`src/rtl/stack_sequencer.sv`:
```
// rtl/stack_sequencer.sv - stack push/pop/call/interrupt sequencer over a single-port data memory
//
// Purpose: accepts one stack request at a time and runs it as a short
// sequence of data-memory accesses (one access per ACCn state), then
// reports completion with a one-cycle rsp_valid pulse.
//
// Ports:
//   clk, rst         clock, synchronous active-high reset
//   req_valid/ready  request handshake (ready only while idle)
//   req_op           0 PUSH, 1 POP, 2 CALL, 3 RET, 4 INT, 5 RTI, 6/7 invalid
//   req_data         push byte / return PC
//   req_flags        CCR flags saved by INT
//   mem_read/write   data-memory enables (never both high)
//   mem_addr/wdata   data-memory address and write data (0 when idle)
//   mem_rdata        combinational read data for mem_addr
//   rsp_valid        one-cycle completion pulse
//   rsp_data/flags   result byte / flags restored by RTI (held until next response)
//   sp               stack pointer
//   err_overflow/underflow  sticky stack error flags
module stack_sequencer (
   input  logic       clk,
   input  logic       rst,
   input  logic       req_valid,
   output logic       req_ready,
   input  logic [2:0] req_op,
   input  logic [7:0] req_data,
   input  logic [3:0] req_flags,
   output logic       mem_read,
   output logic       mem_write,
   output logic [7:0] mem_addr,
   output logic [7:0] mem_wdata,
   input  logic [7:0] mem_rdata,
   output logic       rsp_valid,
   output logic [7:0] rsp_data,
   output logic [3:0] rsp_flags,
   output logic [7:0] sp,
   output logic       err_overflow,
   output logic       err_underflow
);

   localparam logic [2:0] S_IDLE = 3'd0;
   localparam logic [2:0] S_ACC0 = 3'd1;
   localparam logic [2:0] S_ACC1 = 3'd2;
   localparam logic [2:0] S_ACC2 = 3'd3;
   localparam logic [2:0] S_RSP  = 3'd4;

   localparam logic [2:0] OP_PUSH = 3'd0;
   localparam logic [2:0] OP_POP  = 3'd1;
   localparam logic [2:0] OP_CALL = 3'd2;
   localparam logic [2:0] OP_RET  = 3'd3;
   localparam logic [2:0] OP_INT  = 3'd4;
   localparam logic [2:0] OP_RTI  = 3'd5;

   localparam logic [7:0] VEC_ADDR = 8'h01;

   logic [2:0] r_state;
   logic [2:0] r_op;
   logic [7:0] r_data;
   logic [3:0] r_flags;
   logic [7:0] r_sp;
   logic [3:0] r_cap_flags;
   logic [7:0] r_rsp_data;
   logic [3:0] r_rsp_flags;
   logic       r_ovf;
   logic       r_udf;

   logic [2:0] w_next_state;
   logic       w_accept;
   logic       w_push;
   logic       w_pop;
   logic       w_vec;
   logic [7:0] w_push_byte;
   logic       w_load_rsp;
   logic [7:0] w_rsp_data_nxt;
   logic       w_load_flags;
   logic       w_wr_en;
   logic       w_rd_en;

   assign w_accept = (r_state == S_IDLE) && req_valid;

   always_comb begin
      w_next_state   = r_state;
      w_push         = 1'b0;
      w_pop          = 1'b0;
      w_vec          = 1'b0;
      w_push_byte    = r_data;
      w_load_rsp     = 1'b0;
      w_rsp_data_nxt = r_rsp_data;
      w_load_flags   = 1'b0;
      case (r_state)
         S_IDLE: begin
            if (req_valid) begin
               if (req_op > OP_RTI) begin
                  w_next_state   = S_RSP;
                  w_load_rsp     = 1'b1;
                  w_rsp_data_nxt = 8'h00;
               end else begin
                  w_next_state = S_ACC0;
               end
            end
         end
         S_ACC0: begin
            case (r_op)
               OP_PUSH, OP_CALL: begin
                  w_push         = 1'b1;
                  w_next_state   = S_RSP;
                  w_load_rsp     = 1'b1;
                  w_rsp_data_nxt = r_data;
               end
               OP_POP, OP_RET: begin
                  w_pop          = 1'b1;
                  w_next_state   = S_RSP;
                  w_load_rsp     = 1'b1;
                  w_rsp_data_nxt = mem_rdata;
               end
               OP_INT: begin
                  w_push       = 1'b1;
                  w_next_state = S_ACC1;
               end
               OP_RTI: begin
                  // flags byte is parked in r_cap_flags so rsp_flags only moves on entry to RSP
                  w_pop        = 1'b1;
                  w_next_state = S_ACC1;
               end
               default: begin
                  w_next_state   = S_RSP;
                  w_load_rsp     = 1'b1;
                  w_rsp_data_nxt = 8'h00;
               end
            endcase
         end
         S_ACC1: begin
            if (r_op == OP_INT) begin
               w_push       = 1'b1;
               w_push_byte  = {4'h0, r_flags};
               w_next_state = S_ACC2;
            end else if (r_op == OP_RTI) begin
               w_pop          = 1'b1;
               w_next_state   = S_RSP;
               w_load_rsp     = 1'b1;
               w_rsp_data_nxt = mem_rdata;
               w_load_flags   = 1'b1;
            end else begin
               w_next_state   = S_RSP;
               w_load_rsp     = 1'b1;
               w_rsp_data_nxt = 8'h00;
            end
         end
         S_ACC2: begin
            w_vec          = 1'b1;
            w_next_state   = S_RSP;
            w_load_rsp     = 1'b1;
            w_rsp_data_nxt = mem_rdata;
         end
         S_RSP: begin
            w_next_state = S_IDLE;
         end
         default: begin
            w_next_state = S_IDLE;
         end
      endcase
   end

   // Enables are masked by rst so an access in the cycle that reset lands
   // never commits into memory; the aborted sequence leaves no trace.
   assign w_wr_en = w_push && !rst;
   assign w_rd_en = (w_pop || w_vec) && !rst;

   assign mem_write = w_wr_en;
   assign mem_read  = w_rd_en;
   assign mem_addr  = w_wr_en ? r_sp :
                      (w_rd_en && w_pop) ? (r_sp + 8'd1) :
                      w_rd_en ? VEC_ADDR : 8'h00;
   assign mem_wdata = w_wr_en ? w_push_byte : 8'h00;

   always_ff @(posedge clk) begin
      if (rst) begin
         r_state     <= S_IDLE;
         r_op        <= 3'd0;
         r_data      <= 8'h00;
         r_flags     <= 4'h0;
         r_sp        <= 8'hFF;
         r_cap_flags <= 4'h0;
         r_rsp_data  <= 8'h00;
         r_rsp_flags <= 4'h0;
         r_ovf       <= 1'b0;
         r_udf       <= 1'b0;
      end else begin
         r_state <= w_next_state;
         if (w_accept) begin
            r_op    <= req_op;
            r_data  <= req_data;
            r_flags <= req_flags;
         end
         // SP wraps naturally in 8 bits; the wrap itself is what flags the error
         if (w_push) begin
            r_sp <= r_sp - 8'd1;
            if (r_sp == 8'h00) begin
               r_ovf <= 1'b1;
            end
         end else if (w_pop) begin
            r_sp <= r_sp + 8'd1;
            if (r_sp == 8'hFF) begin
               r_udf <= 1'b1;
            end
         end
         if (r_state == S_ACC0 && r_op == OP_RTI) begin
            r_cap_flags <= mem_rdata[3:0];
         end
         if (w_load_rsp) begin
            r_rsp_data <= w_rsp_data_nxt;
         end
         if (w_load_flags) begin
            r_rsp_flags <= r_cap_flags;
         end
      end
   end

   assign req_ready     = (r_state == S_IDLE);
   assign rsp_valid     = (r_state == S_RSP);
   assign rsp_data      = r_rsp_data;
   assign rsp_flags     = r_rsp_flags;
   assign sp            = r_sp;
   assign err_overflow  = r_ovf;
   assign err_underflow = r_udf;

endmodule

```
`config.mk`:
```
export PLATFORM = sky130hd
export DESIGN_NAME = stack_sequencer
export DESIGN_NICKNAME = d
export VERILOG_FILES = /design/src/rtl/stack_sequencer.sv
export SDC_FILE = /design/constraint.sdc
export NUM_CORES = 1
export LEC_CHECK = 0
export ABC_CLOCK_PERIOD_IN_PS = 1800
export CAP_MARGIN = 20
export CELL_PAD_IN_SITES_DETAIL_PLACEMENT = 1
export CELL_PAD_IN_SITES_GLOBAL_PLACEMENT = 1
export CORE_ASPECT_RATIO = 0.75
export CORE_MARGIN = 5
export CORE_UTILIZATION = 31
export CTS_BUF_LIST = sky130_fd_sc_hd__clkbuf_16
export CTS_CLUSTER_SIZE = 30
export DETAILED_ROUTE_END_ITERATION = 10
export PLACE_DENSITY = 0.86
export SYNTH_ARGS = -nofsm -noshare
export SYNTH_HDL_FRONTEND = slang
export SYNTH_SLANG_ARGS = --single-unit
```
`constraint.sdc`:
```
create_clock -name clk -period 1.8 [get_ports clk]
set_clock_uncertainty 0.1 [all_clocks]
set_input_delay 0.36 -clock clk [delete_from_list [all_inputs] [get_ports clk]]
set_output_delay 0.36 -clock clk [all_outputs]
set_load 0.05 [all_outputs]
```
# Word-level counts from Yosys, hierarchy flattened
# Index checks and enable logic that the tools add are counted.
[word_totals]
memories = 0
ff_bits = 44
out_inout_bits = 42
rom_bits = 0
mem_bits_rw = 0
latch_bits = 0
[classes]
n_lt_le_gt_ge = 1
add_sub_neg = 2
div = 0
shifts = 0
mul = 0
eq_ne = 14
bitwise = 1
muxes = 33
n_reduce_logical = 20
[op_table]
columns = ["operator", "count"]
rows = [
  ["$mux W8", 11],
  ["$pmux W8 S4", 1],
  ["$pmux W8 S3", 1],
  ["$eq A3 B2 Y1 const B", 4],
  ["$mux W1", 12],
  ["$mux W3", 4],
  ["$pmux W3 S4", 1],
  ["$eq A3 B3 Y1 const B", 3],
  ["$add A8 B1 Y8 const B", 1],
  ["$eq A8 B8 Y1 const B", 1],
  ["$logic_not A8 Y1", 1],
  ["$sub A8 B1 Y8 const B", 1],
  ["$eq A3 B1 Y1 const B", 2],
  ["$logic_not A3 Y1", 2],
  ["$ne A2 B2 Y1 const B", 3],
  ["$reduce_and A6 Y1", 1],
  ["$reduce_or A2 Y1", 3],
  ["$reduce_or A3 Y1", 2],
  ["$logic_and A1 B1 Y1", 5],
  ["$pmux W1 S2", 2],
  ["$pmux W1 S4", 1],
  ["$reduce_bool A4 Y1", 1],
  ["$gt A3 B3 Y1 const B", 1],
  ["$reduce_and A3 Y1", 1],
  ["other kinds (6)", 6],
]

# Logic depth before layout (Yosys ltp)
[logic_depth]
word_depth = 9
depth_mapped = 8

# Worst setup path before layout
# No wires, ideal clock.
[synth_path]
path_type = "input port to output port"
startpoint = "input port rst"
endpoint = "output port mem_wdata[1]"
arrival_ns = 2.411
t_required_ns = 1.340
cell_stages = 5
path_buffers = 2
setup_slack_ns = -1.071
cell_sequence = "clkbuf_1 > or2_2 > or2_2 > clkbuf_1 > nor3_1"
[synth_via]
elab_chain_cells = 3
[synth_rtl]
columns = ["element", "line_no", "text"]
rows = [
  ["start, declared", "22", "input logic rst,"],
  ["$logic_not A1 Y1", "166", "assign w_wr_en = w_push && !rst;"],
  ["$logic_and A1 B1 Y1", "166", ""],
  ["$mux W8", "174", "assign mem_wdata = w_wr_en ? w_push_byte : 8'h00;"],
  ["end, declared", "31", "output logic [7:0] mem_wdata,"],
]
# Every way passes these cells.

# Worst setup path in the final report
[layout_path]
startpoint = "register r_op[0]"
endpoint = "output port mem_addr[6]"
[layout_via]
elab_chain_cells = 9
elab_cells_between_ends = 21
classes_between = "eq/ne (5); mux (9); reduce/logical (7)"
[layout_rtl]
columns = ["element", "line_no", "text"]
rows = [
  ["start, declared", "57", "logic [2:0] r_op;"],
  ["start signal, assigned", "191", "r_op <= req_op;"],
  ["$eq A3 B3 Y1, or another cell as far along", "103, 137", ""],
  ["$reduce_or A3 Y1 (no line) or $mux W1 (tied branches)", "-", ""],
  ["$mux W1, on equally long branches", "103, 133", ""],
  ["$pmux W1 S2", "90", "case (r_state)"],
  ["$logic_or A1 B1 Y1", "167", "assign w_rd_en = (w_pop || w_vec) && !rst;"],
  ["$logic_and A1 B1 Y1", "167", ""],
  ["$logic_and A1 B1 Y1", "172", "(w_rd_en && w_pop) ? (r_sp + 8'd1) :"],
  ["$mux W8", "172", ""],
  ["$mux W8 (*)", "171", "assign mem_addr = w_wr_en ? r_sp :"],
  ["end, declared", "30", "output logic [7:0] mem_addr,"],
]
# Every way passes the cells marked *; elsewhere a longest branch is shown, timed or not.

==> out/results.txt <==
TNS Setup -> -13.63 ns
CP top delay family -> simple AND/OR/NAND/NOR gates
Final worst slack -> -0.615 ns
Peak supply drop -> 0.000439 V
Met1 WL -> 5.11 mm
Number of max-cap violations -> 0
Main synth FF type -> dfxtp_1
Met3 WL post-DR -> 919 um
Share of cells above drive strength 1 -> 0.482
Final setup vio count -> 58
Post-Synthesis Cells -> 286
Critical Path Source Type -> flop
Post-DP HPWL -> 6.73 mm
CP Max Fanout -> 8
Worst-Skew Late Latency -> 0.30 ns
Status -> finished with violations
DRT iter0 DRCs -> 183
Post-route DRC violation count -> 0
Cts bufs inserted -> 5
Routed wire length -> 12.3 mm
Worst stage delay on the critical path -> 0.38 ns
Rows -> 27
Asr flop ratio synth -> 0
Initial antenna violation count -> 0
CTS H-Tree Depth -> 2
Die height -> 85.1 um
Routability Congestion -> 0.842
Crit path kind -> flop to output pin
TritonCTS clock tree -> done
Top cells by count, synth -> dfxtp_1, nand2_1, a21oi_1, nor2_1
Register bit total from synthesis -> 44
Starting Density -> 0.318
Met2 Routed Length -> 5.93 mm
Drt pass-1 iters -> 5
Pwr dens -> 775 nW/um^2
Core region area -> 7330 um^2
Flop2flop setup slack -> -0.27 ns
Sequential share of the synthesized area -> 0.378
RR Startpoint -> r_op[0]
Die Span X -> 110 um
Rel. slew slack -> 0.751
Critical path buffer and inverter count -> 2
Synth-to-Final Area Change -> 82.1%
Final hold slack -> 0.364 ns
Sink Count -> 44
Adder-cell share of the synthesized area -> 0.0161
Largest area contributor in the netlist -> dfxtp_1
Largest family of logic cells by synthesized area -> simple AND/OR/NAND/NOR gates
Placed insts -> 464
Finished Layout Cells -> 485
Failing checks -> negative setup slack
Final nets -> 412
Post-synthesis xor/xnor area fraction -> 0.0301
Yosys warns -> 0
Die footprint -> 9360 um^2
Tcrit/Tclk final -> 1.34
Slowest library cell on the worst path -> dfxtp_1
F_max -> 414 MHz
Root buffer cell -> clkbuf_16
I/O pin cnt -> 68
Data required, critical path -> 1.34 ns
ANT cells -> 0
Yosys top cell area share -> 0.378
Critical path cell sequence -> buf_4, and4_1, nand3_1, xor2_1, nor2_4, buf_12
Syn Std Cell Area -> 2330 um^2
Leak -> 0.00168 uW
Grt ovf -> 0
Port buffer count -> 67
Hold path cells -> 2
Crit path DAT -> 1.96 ns
Tmin final -> 2.42 ns
Reg-to-reg endpoint -> rsp_data[5]
Avg Cell Area, Syn -> 8.14 um^2
Hold Path Origin -> r_flags[3]
Antenna Violating Nets Remaining -> 0
RSZ-0062 raised after global routing -> true
Clock-pin slew on the worst setup and hold paths -> 0.07 ns
Vias in the first global route -> 2849
Fin util -> 0.578
Least-Margin Pin Slew -> 0.363 ns
Vias per inst -> 5.78
Synth cell types -> 45
Worst Hold End -> r_flags[3]
Hold Buf Count CTS -> 0
Pins Over Slew Limit -> 0
Top layer in use -> met4
CP endpoint kind -> output pin
Simple-Gate Fraction of Synth Area -> 0.279
Routed wire per std cell -> 25.4 um
Vias post-DR -> 2802
First-pass GRT wire length -> 16.3 mm
Final hold violations -> 0
Mux share of post-synthesis cell area -> 0.0430
EDFF count, synth -> 0
Total track usage -> 0.229
Worst r2r path cells -> 7
Compound-Gate Fraction of Synth Area -> 0.186
Max clock buf depth -> 2
Post-Syn Nets -> 315
Hold crit path type -> flop to flop
Largest net degree at the start of global routing -> 28
Top post-synthesis cells by area -> dfxtp_1, nand2_1, a21oi_1
power breakdown:
| group | switching, uW | internal [uW] |
|---|---|---|
| registers | 66.0 | 1030 |
| clock network | 440 | 662 |
| logic | 612 | 473 |
through the flow:
stage	total power [uW]	instance area (um^2)	setup slack, ns
after floorplan	1620	2600	-0.475
after global placement	1920	3630	-0.418
after detailed placement	1950	3630	-0.447
after CTS	3070	3900	-0.528
after global routing	3370	4240	-0.675
final	3280	4240	-0.615
worst max-delay path by stage:
stage	startpoint	end	slack [ns]	cells after the start
2_1_floorplan	r_state[0]	mem_wdata[2]	-0.47	6
3_3_place_gp	rst	mem_addr[7]	-0.42	6
3_5_place_dp	rst	mem_addr[2]	-0.45	6
4_1_cts	r_state[0]	mem_wdata[3]	-0.53	5
5_1_grt	r_op[0]	mem_addr[6]	-0.68	6
6_report	r_op[0]	mem_addr[6]	-0.62	6
repair_timing:
item,CTS,global route
setup buffers,2,8
gates cloned,0,4
pin swaps,13,4
resized for setup,23,56
endpoints found under the setup margin,58,58
kinds of logic after synthesis:
| group | count (synthesis) |
|---|---|
| buffers and inverters | 30 |
| AOI/OAI and AO/OA | 67 |
| and+or+nand+nor | 124 |
| adders and majority gates | 3 |
| DFF | 44 |
| muxes | 10 |
| xor gates and xnor gates | 8 |
worst min-delay path: stages (launching register included):
cell     delay [ns]
dfxtp_1        0.32
nand2_2        0.05
a21oi_1        0.05
metal layers:
| layer | vias to the layer above | global-route usage |
|---|---|---|
| met5 | - | 0 |
| met4 | 0 | 0.0861 |
| met3 | 38 | 0.0502 |
| met2 | 153 | 0.383 |
| met1 | 1395 | 0.287 |
| li1 | 1216 | - |
cell usage in the layout (no fill, tap or decap), types with 3 or more instances in the layout:
master,count
xnor2_1,4
mux2i_1,9
buf_6,10
nand2_2,15
clkdlybuf4s50_1,24
dfxtp_1,32
nor4_1,3
nor2_1,10
nand3_1,10
nor2_4,7
a21oi_1,21
nand4_1,3
o31ai_1,13
clkbuf_16,9
xor2_1,4
and3_4,4
nor3_4,7
buf_4,49
or4_1,4
o21ai_0,3
a22oi_1,8
buf_12,24
dfxtp_2,8
a21oi_2,9
dfxtp_4,4
nor3_1,3
nand2_1,28
buf_8,5
sequential cells by signal, summed over array words and instances, names as in the netlist:
signal	count
r_data	8
rsp_data	8
sp	8
r_cap_flags	4
r_flags	4
rsp_flags	4
r_op	3
r_state	3
err_overflow	1
err_underflow	1
layout make-up:
cell class,instances,area [um^2]
Clock inverter,3,45.0
Multi-Input combinational cell,212,1640
Inverter,3,12.5
Tap cell,101,126
Timing Repair Buffer,117,1390
Clock buffer,5,125
Fill cell,795,3090
Sequential cell,44,906
(Power assumes the default switching activity.)
